### src/rtl/game_credit_arbiter.sv
// Round-robin cashier plus per-station credit counters and session FSMs for an arcade board.
// Optional statistics outputs (revenue, grant_cnt) are enabled with `define GAME_CREDIT_STATS_EN.
module game_credit_arbiter #(
  parameter int N_STATION  = 4,
  parameter int CREDIT_W   = 10,
  parameter int WARN_LEVEL = 10
) (
  input  logic                          clk,
  input  logic                          rst_n,
  input  logic [N_STATION-1:0]          req_valid,
  input  logic [N_STATION*CREDIT_W-1:0] req_money,
  output logic [N_STATION-1:0]          req_ready,
  input  logic [N_STATION-1:0]          boost,
  output logic [N_STATION*CREDIT_W-1:0] credit,
  output logic [N_STATION*2-1:0]        state,
  output logic [N_STATION-1:0]          low,
  output logic [N_STATION-1:0]          expired,
  output logic [N_STATION-1:0]          sat_err,
  output logic                          busy
`ifdef GAME_CREDIT_STATS_EN
  ,
  output logic [31:0]                   revenue,
  output logic [15:0]                   grant_cnt
`endif
);

  localparam int PTR_W = (N_STATION > 1) ? $clog2(N_STATION) : 1;
  localparam logic [CREDIT_W-1:0] WARN_C = CREDIT_W'(WARN_LEVEL);

  typedef enum logic [1:0] {
    S_IDLE = 2'd0,
    S_PLAY = 2'd1,
    S_LOW  = 2'd2,
    S_OUT  = 2'd3
  } state_t;

  logic [PTR_W-1:0]    r_rr_ptr;
  logic [PTR_W-1:0]    w_idx;
  logic [PTR_W-1:0]    w_grant_idx;
  logic                w_found;
  logic [CREDIT_W-1:0] w_money_arr [N_STATION];
  logic [N_STATION-1:0] w_active;

  // NOTE: every variable gets a default before the loop, so no path leaves it unassigned (no latch).
  always_comb begin
    req_ready   = '0;
    w_found     = 1'b0;
    w_grant_idx = '0;
    w_idx       = '0;
    for (int k = 0; k < N_STATION; k++) begin
      w_idx = PTR_W'((int'(r_rr_ptr) + k) % N_STATION);
      if (!w_found && req_valid[w_idx]) begin
        req_ready[w_idx] = 1'b1;
        w_found          = 1'b1;
        w_grant_idx      = w_idx;
      end
    end
  end

  // NOTE: sequential state uses non-blocking assignments so all registers update from pre-edge values.
  always_ff @(posedge clk or negedge rst_n) begin
    if (!rst_n) begin
      r_rr_ptr <= '0;
    end else if (w_found) begin
      r_rr_ptr <= (w_grant_idx == PTR_W'(N_STATION - 1)) ? '0 : w_grant_idx + PTR_W'(1);
    end
  end

  for (genvar i = 0; i < N_STATION; i++) begin : g_station
    state_t              r_state;
    state_t              w_state_nxt;
    logic [CREDIT_W-1:0] r_credit;
    logic [CREDIT_W-1:0] w_dec;
    logic [CREDIT_W-1:0] w_base;
    logic [CREDIT_W-1:0] w_money;
    logic [CREDIT_W-1:0] w_credit_nxt;
    logic [CREDIT_W:0]   w_sum;
    logic                r_sat;
    logic                w_burning;

    assign w_money_arr[i] = req_money[i*CREDIT_W +: CREDIT_W];
    assign w_burning      = (r_state == S_PLAY) || (r_state == S_LOW);

    // Burn saturates at zero first, then the granted top-up is added one bit wider.
    assign w_dec        = w_burning ? (boost[i] ? CREDIT_W'(2) : CREDIT_W'(1)) : '0;
    assign w_base       = (r_credit > w_dec) ? r_credit - w_dec : '0;
    assign w_money      = req_ready[i] ? w_money_arr[i] : '0;
    assign w_sum        = {1'b0, w_base} + {1'b0, w_money};
    assign w_credit_nxt = w_sum[CREDIT_W] ? '1 : w_sum[CREDIT_W-1:0];

    // Running out passes through OUT for one cycle; IDLE and OUT fall to IDLE when empty.
    always_comb begin
      w_state_nxt = S_IDLE;
      if (w_credit_nxt == '0) begin
        w_state_nxt = w_burning ? S_OUT : S_IDLE;
      end else if (w_credit_nxt < WARN_C) begin
        w_state_nxt = S_LOW;
      end else begin
        w_state_nxt = S_PLAY;
      end
    end

    always_ff @(posedge clk or negedge rst_n) begin
      if (!rst_n) begin
        r_state  <= S_IDLE;
        r_credit <= '0;
        r_sat    <= 1'b0;
      end else begin
        r_state  <= w_state_nxt;
        r_credit <= w_credit_nxt;
        r_sat    <= w_sum[CREDIT_W];
      end
    end

    assign credit[i*CREDIT_W +: CREDIT_W] = r_credit;
    assign state[i*2 +: 2]                = r_state;
    assign low[i]                         = (r_state == S_LOW);
    assign expired[i]                     = (r_state == S_OUT);
    assign sat_err[i]                     = r_sat;
    assign w_active[i]                    = w_burning;
  end

  assign busy = |w_active;

`ifdef GAME_CREDIT_STATS_EN
  always_ff @(posedge clk or negedge rst_n) begin
    if (!rst_n) begin
      revenue   <= '0;
      grant_cnt <= '0;
    end else if (w_found) begin
      revenue   <= revenue + 32'(w_money_arr[w_grant_idx]);
      grant_cnt <= grant_cnt + 16'd1;
    end
  end
`endif

endmodule

### config.mk
export PLATFORM = sky130hd
export DESIGN_NAME = game_credit_arbiter
export DESIGN_NICKNAME = d
export VERILOG_FILES = /design/src/rtl/game_credit_arbiter.sv
export SDC_FILE = /design/constraint.sdc
export NUM_CORES = 1
export LEC_CHECK = 0
export BUFFER_PORTS_ARGS = -buffer_cell sky130_fd_sc_hd__buf_2
export CORE_MARGIN = 4
export CORE_UTILIZATION = 45
export CTS_CLUSTER_SIZE = 8
export DETAILED_ROUTE_END_ITERATION = 10
export PLACE_DENSITY = 0.78
export SYNTH_ARGS = -nofsm -noshare
export SYNTH_HDL_FRONTEND = slang
export SYNTH_SLANG_ARGS = --single-unit
### constraint.sdc
create_clock -name clk -period 7.3 [get_ports clk]
set_input_delay 0.365 -clock clk [delete_from_list [all_inputs] [get_ports clk]]
set_output_delay 0.365 -clock clk [all_outputs]
set_load 0.02 [all_outputs]
==> results of run 1 <==
Yosys cell counts, types with 5 or more instances:
library cell,n,area (µm²)
ha_1,62,776
nand2_1,62,233
nor2_1,58,218
dfrtp_1,54,1350
nor2b_1,51,319
a21oi_1,39,195
inv_1,39,146
xnor2_1,30,263
o21ai_0,27,135
a21o_1,22,165
xor2_1,20,175
nand2b_1,18,113
nor3_1,18,90.1
clkbuf_1,13,48.8
nand3_1,9,45.0
fa_1,8,160
a211oi_1,7,52.6
buf_2,7,35.0
or3_1,7,43.8
a211o_1,6,52.6
nand4_1,6,37.5
nor4_1,6,37.5
a221oi_2,5,75.1
and3_1,5,31.3
mux2i_1,5,50.1
final cells by class:
class,instances,area (µm²)
Clock buffer,6,139
Clock inverter,1,30.0
Fill cell,1200,5660
Inverter,40,150
Multi-Input combinational cell,556,4090
Sequential cell,54,1350
Tap cell,168,210
Timing Repair Buffer,116,586
flip-flops by register name (all words and copies together) (netlist names), named ones only:
signal and flops:
g_station.r_credit 40, r_rr_ptr 1, g_station.r_sat 4, g_station.r_state 8
worst min-delay path by stage:
stage	start	endpoint	slack, ns
2_1_floorplan	rst_n	asynchronous set/reset pin	0.07
3_5_place_dp	rst_n	g_station[3].r_credit[5]	0.55
4_1_cts	rst_n	g_station[3].r_credit[5]	0.24
3_3_place_gp	rst_n	g_station[3].r_credit[7]	0.54
5_1_grt	rst_n	g_station[3].r_credit[5]	0.30
6_report	rst_n	g_station[3].r_credit[6]	0.19
per-stage QoR:
step | util, % | area, µm² | setup WS, ns
after floorplan | - | 5710 | 2.80
after global placement | 52.3 | 6390 | 2.15
after detailed placement | 52.3 | 6390 | 1.95
after CTS | 53.7 | 6560 | 1.93
after global routing | 53.7 | 6560 | 1.50
final | 53.7 | 6560 | 1.89
per-layer routing:
| layer | wire (µm) | track usage [%] |
|---|---|---|
| met1 | 6540 | 26.1 |
| met2 | 6430 | 30.1 |
| met3 | 642 | 2.76 |
| met4 | 101 | 3.40 |
| met5 | 0 | 0 |
cell families (layout without fill, tap and decap cells):
kind of cell | after synthesis | in the layout
simple gates | 266 | 266
compound gates | 160 | 160
fa+ha+maj | 70 | 70
buf+inv | 65 | 163
flops | 54 | 54
xor+xnor | 50 | 50
mux | 10 | 10
worst max-delay path: stages (launching register included):
cell and delay (ns):
dfrtp_1 0.66, inv_1 0.25, ha_1 0.51, mux4_2 0.61, a22oi_1 0.21, nor2_1 0.07, a221oi_2 0.72, nor2b_1 0.13
ha_1 0.27, fa_1 0.41, a21o_1 0.22, nand2_1 0.09, o21ai_2 0.10, a311oi_4 0.51, inv_2 0.09, a311oi_2 0.29
o2111ai_1 0.15
layout by cell type, fill, tap and decap left out, types with 8 or more instances in the layout:
cell type  instances
buf_2            114
inv_1             39
xnor2_1           30
nor3_1            18
nor2_1            58
a21o_1            22
xor2_1            20
nand2b_1          18
ha_1              62
a21oi_1           39
fa_1               8
nand3_1            9
nand2_1           62
dfrtp_1           54
o21ai_0           27
nor2b_1           51
==> impl_metrics.csv, run 1 <==
group,metric,value,unit
yosys,synth_mux_area_share,2.65,%
sta,finalMaxSlewViolations,0,
floorplan,initial_core_util,46.8,%
detailed_routing,drcViolationCount,0,
placed_design,routabilityCongestion,0.860,
placed_design,dp.cells,934,
grt,grt_pass1_vias,4694,
yosys,yosys_warnings,0,
yosys,synth-xor-area-share,7.67,%
layout,stdcell_count,941,
floorplan,fp.coreArea,12200,µm²
yosys,syn_inst,675,
layout,n_antenna_cell,0,
sta,finalSetupViolCount,0,
detailed_routing,drtPass1Iterations,4,
yosys,synth_flop_cell,"dfrtp_1",
yosys,synth_top_family_by_area,"simple AND/OR/NAND/NOR gates",
detailed_routing,wl_per_cell,14.6,µm
yosys,synthAdderAreaFrac,16.4,%
grt,grt_max_degree,55,
sta,clock_skew,0.00792,ns
yosys,synthSimpleGateAreaFrac,24.3,%
layout,nNetsFinal,893,
yosys,synth_compound_area_share,20.6,%
floorplan,die_y,121,µm
setup_path,worst_setup_path_end_kind,"flop",
detailed_routing,vias,5123,
yosys,syn_area,5710,µm²
layout,drive_gt1_share,19.4,%
grt,grt_pass1_wl,22300,µm
setup_path,arrival,5.57,ns
layout,syn_to_final_growth,14.8,%
clocking,root_buffer,"clkbuf_16",
setup_path,required,7.45,ns
setup_path,crit_type,"reg2reg",
sta,rsz0062_at_grt,"false",
sta,hold_violations,0,
clocking,clock_sinks,54,
detailed_routing,drt-initial-drc-count,324,
placed_design,io_buffers,114,
job,maxCapViolCount,0,
run_status,outcome,"finished clean",
sta,worst_pin_slew,0.962,ns
clocking,tritoncts,"done",
clocking,insertion_delay,0.29,ns
sta,period_share,74.2,%
setup_path,cp_max_fo,13,
sta,fmax,0.185,GHz
detailed_routing,via_per_inst,5.44,
setup_path,rrSetupSlack,1.89,ns
detailed_routing,ant_nets,0,
yosys,syn-num-nets,795,
clocking,cts_resized,0,
yosys,synthArstFlopShare,100,%
setup_path,worstSetupEndpoint,"g_station[3].r_state[0]",
clocking,cts-buffers-inserted,5,
setup_path,reg2reg_to,"g_station[3].r_state[0]",
clocking,cts.clk_slew.worst_paths,0.07,ns
grt,grt_use_total,18.4,%
sta,fin_hold_ws,0.193,ns
grt,antenna_found_initial,0,
floorplan,die_w,121,µm
sta,max_slew_margin,35.8,%
setup_path,start_kind,"flop",
yosys,ys_seq_area_share,23.7,%
clocking,post-cts-setup-buffers,0,
clocking,cts_hold_buf,0,
hold_path,min_path_type,"in2async",
yosys,synth_edf_count,0,
clocking,cts_htree_levels,2,
setup_path,reg2regPathDepth,16,
clocking,cts_buffer_depth,2,
grt,grt-ovfl-total,0,
floorplan,die_area,14600,µm²
detailed_routing,wirelength,13700,µm
sta,finalWorstPathRequiredPeriod,5.41,ns
floorplan,ios,115,
yosys,ys_types,76,
sta,fin_tns_setup,0,ns
floorplan,rows,40,
placed_design,hpwl,10900,µm
yosys,syn_avg_cell_area,8.46,µm²
yosys,ys_seq_elements,54,
Power of run 1 is left out: the tool's default activity adds up to more than one toggle a clock period on the data nets, which glitch-free logic cannot reach.
==> run 2, diff against run 1 <==
ABC_AREA = 1   (was not set)
clock period = 5 ns   (was 7.3 ns; I/O delays follow)
==> run 2 against run 1 <==
  * Critical path depth grew 8
  * Utilization shrank 1.4 points
  * Fmax grew 23%
  * Final area grew 11%
  * Register-to-register slack lost 1.3 ns
  * Die area grew 11%
  * Wire length grew 11%
==> impl_metrics.csv, run 2 <==
group,metric,value,unit
placed_design,routabilityCongestion,0.894,
setup_path,crit_chain,"inv_1, ha_1, nor2_1, ha_1, inv_1, fa_1, inv_1, nand2_1, a2111oi_4, nor2_1, ha_1, fa_1, nand3_1, nand2_1, nand2_1, nand2_1, nor2_1, inv_1, nor2_1, nand2_1, nor2_1, nand2_1, nand2_1, inv_1",
yosys,synthAdderAreaFrac,14.7,%
detailed_routing,vias,6290,
clocking,cts_resized,0,
sta,period_share,88.2,%
grt,grt_max_degree,55,
hold_path,min_path_type,"in2async",
sta,finalSetupViolCount,0,
floorplan,fp.coreArea,13900,µm²
layout,largest_register_ffs,40,
placed_design,hpwl,13100,µm
yosys,synth_top_area_share,21.2,%
setup_path,worst_setup_path_end_kind,"flop",
yosys,syn_area,6380,µm²
sta,fin_hold_ws,0.0860,ns
yosys,synth_flop_cell,"dfrtp_1",
job,maxCapViolCount,0,
clocking,cts-buffers-inserted,5,
yosys,syn_avg_cell_area,6.22,µm²
floorplan,initial_core_util,46.0,%
setup_path,arrival,4.59,ns
layout,layout_common_cells,"nand2_1, inv_1, nor2_1, buf_2, nand3_1",
floorplan,die_y,127,µm
sta,fin_tns_setup,0,ns
sta,finalWorstPathRequiredPeriod,4.41,ns
run_status,outcome,"finished clean",
layout,post-route-util,52.3,%
grt,grt_use_total,19.2,%
clocking,tritoncts,"done",
yosys,syn-num-nets,1146,
clocking,insertion_delay,0.29,ns
grt,antenna_found_initial,0,
layout,fillCellCount,1444,
sta,clock_skew,0.00454,ns
sta,hold_violations,0,
yosys,yosys_warnings,0,
yosys,synth-xor-area-share,3.02,%
setup_path,crit_top_cell,"nand2_1",
sta,worst_pin_slew,0.711,ns
floorplan,die_w,127,µm
layout,nNetsFinal,1258,
yosys,ys_top_cells_by_area,"dfrtp_1, nand2_1, ha_1",
yosys,synth_common_cells,"nand2_1, inv_1, nor2_1",
setup_path,cp_max_fo,10,
clocking,cts_hold_buf,0,
yosys,ys_seq_elements,54,
floorplan,rows,43,
yosys,ys_seq_area_share,21.2,%
layout,n_antenna_cell,0,
layout,drive_gt1_share,21.0,%
yosys,synth_area_leader_cell,"dfrtp_1",
clocking,cts_buffer_depth,2,
grt,grt-ovfl-total,0,
clocking,clock_sinks,54,
clocking,cts_htree_levels,2,
yosys,synth_compound_area_share,5.43,%
detailed_routing,wl_per_cell,11.5,µm
setup_path,path_delay_family,"adder cells",
detailed_routing,via_per_inst,4.77,
yosys,synthArstFlopShare,100,%
floorplan,die_area,16100,µm²
layout,syn_to_final_growth,13.8,%
yosys,synth.most_common_cell,"nand2_1",
placed_design,io_buffers,114,
setup_path,start_kind,"flop",
yosys,synth_edf_count,0,
yosys,synth_mux_area_share,0,%
clocking,root_buffer,"clkbuf_16",
setup_path,slowest_stage,"a2111oi_4",
layout,regMostFlops,"g_station.r_credit",
detailed_routing,drt-initial-drc-count,348,
yosys,synthSimpleGateAreaFrac,42.0,%
sta,finalMaxSlewViolations,0,
yosys,synth_top_family_by_area,"simple AND/OR/NAND/NOR gates",
clocking,post-cts-setup-buffers,0,
sta,max_slew_margin,52.6,%
layout,final_common_cell,"nand2_1",
setup_path,slowest_delay,0.66,ns
clocking,cts.clk_slew.worst_paths,0.07,ns
sta,rsz0062_at_grt,"false",
yosys,syn_inst,1026,
grt,grt_pass1_vias,5922,
detailed_routing,wirelength,15200,µm
layout,reg.largest.list,"g_station.r_credit x40, g_station.r_state x8, g_station.r_sat x4",
grt,grt_pass1_wl,26200,µm
placed_design,dp.cells,1311,
detailed_routing,drtPass1Iterations,5,
setup_path,required,5.18,ns
setup_path,crit_buf_inv,5,
layout,stdcell_count,1318,
setup_path,crit_type,"reg2reg",
floorplan,ios,115,
detailed_routing,ant_nets,0,
yosys,ys_types,37,
sta,fmax,0.227,GHz
detailed_routing,drcViolationCount,0,
run 2: cell count changes in the layout (fill, tap and decap cells not counted), sizes merged, moves of 17 or more:
cell / change
nor2b: -52
a21o: -22
nor2: +75
nand2: +278
nand2b: -18
inv: +168
nand3: +78
xnor2: -23
o21ai: -17
run 2: metal layers:
layer  wire, µm  GRT usage [%]  vias up
met5          0              0        -
met4        220           4.16        0
met3        599           1.96       16
met2       7100           33.4      142
met1       7240           25.9     2759
li1           -              -     3373
run 2: area by class of cell:
class	instances	area, µm²	share of cell area (%)
Clock buffer	6	139	1.91
Clock inverter	1	30.0	0.414
Inverter	208	783	10.8
Multi-Input combinational cell	754	4150	57.2
Sequential cell	54	1350	18.6
Tap cell	180	225	3.10
Timing Repair Buffer	115	578	7.96
run 2: final timing paths:
| check | slack (ns) | start | cells after the start | to |
|---|---|---|---|---|
| worst min-delay path | 0.09 | rst_n | 2 | g_station[1].r_credit[7] |
| worst min register to register | 0.66 | r_rr_ptr[1] | 2 | r_rr_ptr[1] |
| min in group clk | 0.41 | req_money[0] | 6 | g_station[0].r_credit[0] |
| worst max register to register | 0.59 | g_station[0].r_state[0] | 24 | g_station[0].r_state[0] |
| worst max-delay path | 0.59 | g_station[0].r_state[0] | 24 | g_station[0].r_state[0] |
| max in group asynchronous | 4.47 | rst_n | 2 | g_station[1].r_sat |
run 2: per-stage QoR:
stage | instance area, µm² | worst slack [ns]
global placement | 7090 | 0.689
floorplan | 6380 | 1.03
finish | 7260 | 0.591
global route | 7260 | 0.0900
CTS | 7260 | 0.603
detailed placement | 7090 | 0.622
run 2: kinds of logic (layout without fill, tap and decap cells):
kind of cell    count (synthesis)  after routing
xor+xnor                       22             22
fa+ha+maj                      70             70
compound gates                 53             53
flops                          54             54
buf+inv                       218            330
simple gates                  609            609
run 2: worst reg2reg max path, cell delays in order (launching register included):
cell and delay [ns]:
dfrtp_1 0.37, inv_1 0.05, ha_1 0.37, nor2_1 0.12
ha_1 0.14, inv_1 0.05, fa_1 0.40, inv_1 0.09
nand2_1 0.15, a2111oi_4 0.66, nor2_1 0.10, ha_1 0.30
fa_1 0.47, nand3_1 0.12, nand2_1 0.09, nand2_1 0.06
nand2_1 0.06, nor2_1 0.13, inv_1 0.07, nor2_1 0.11
nand2_1 0.07, nor2_1 0.15, nand2_1 0.09, nand2_1 0.07
inv_1 0.03
Power of run 2 is left out for the same reason.
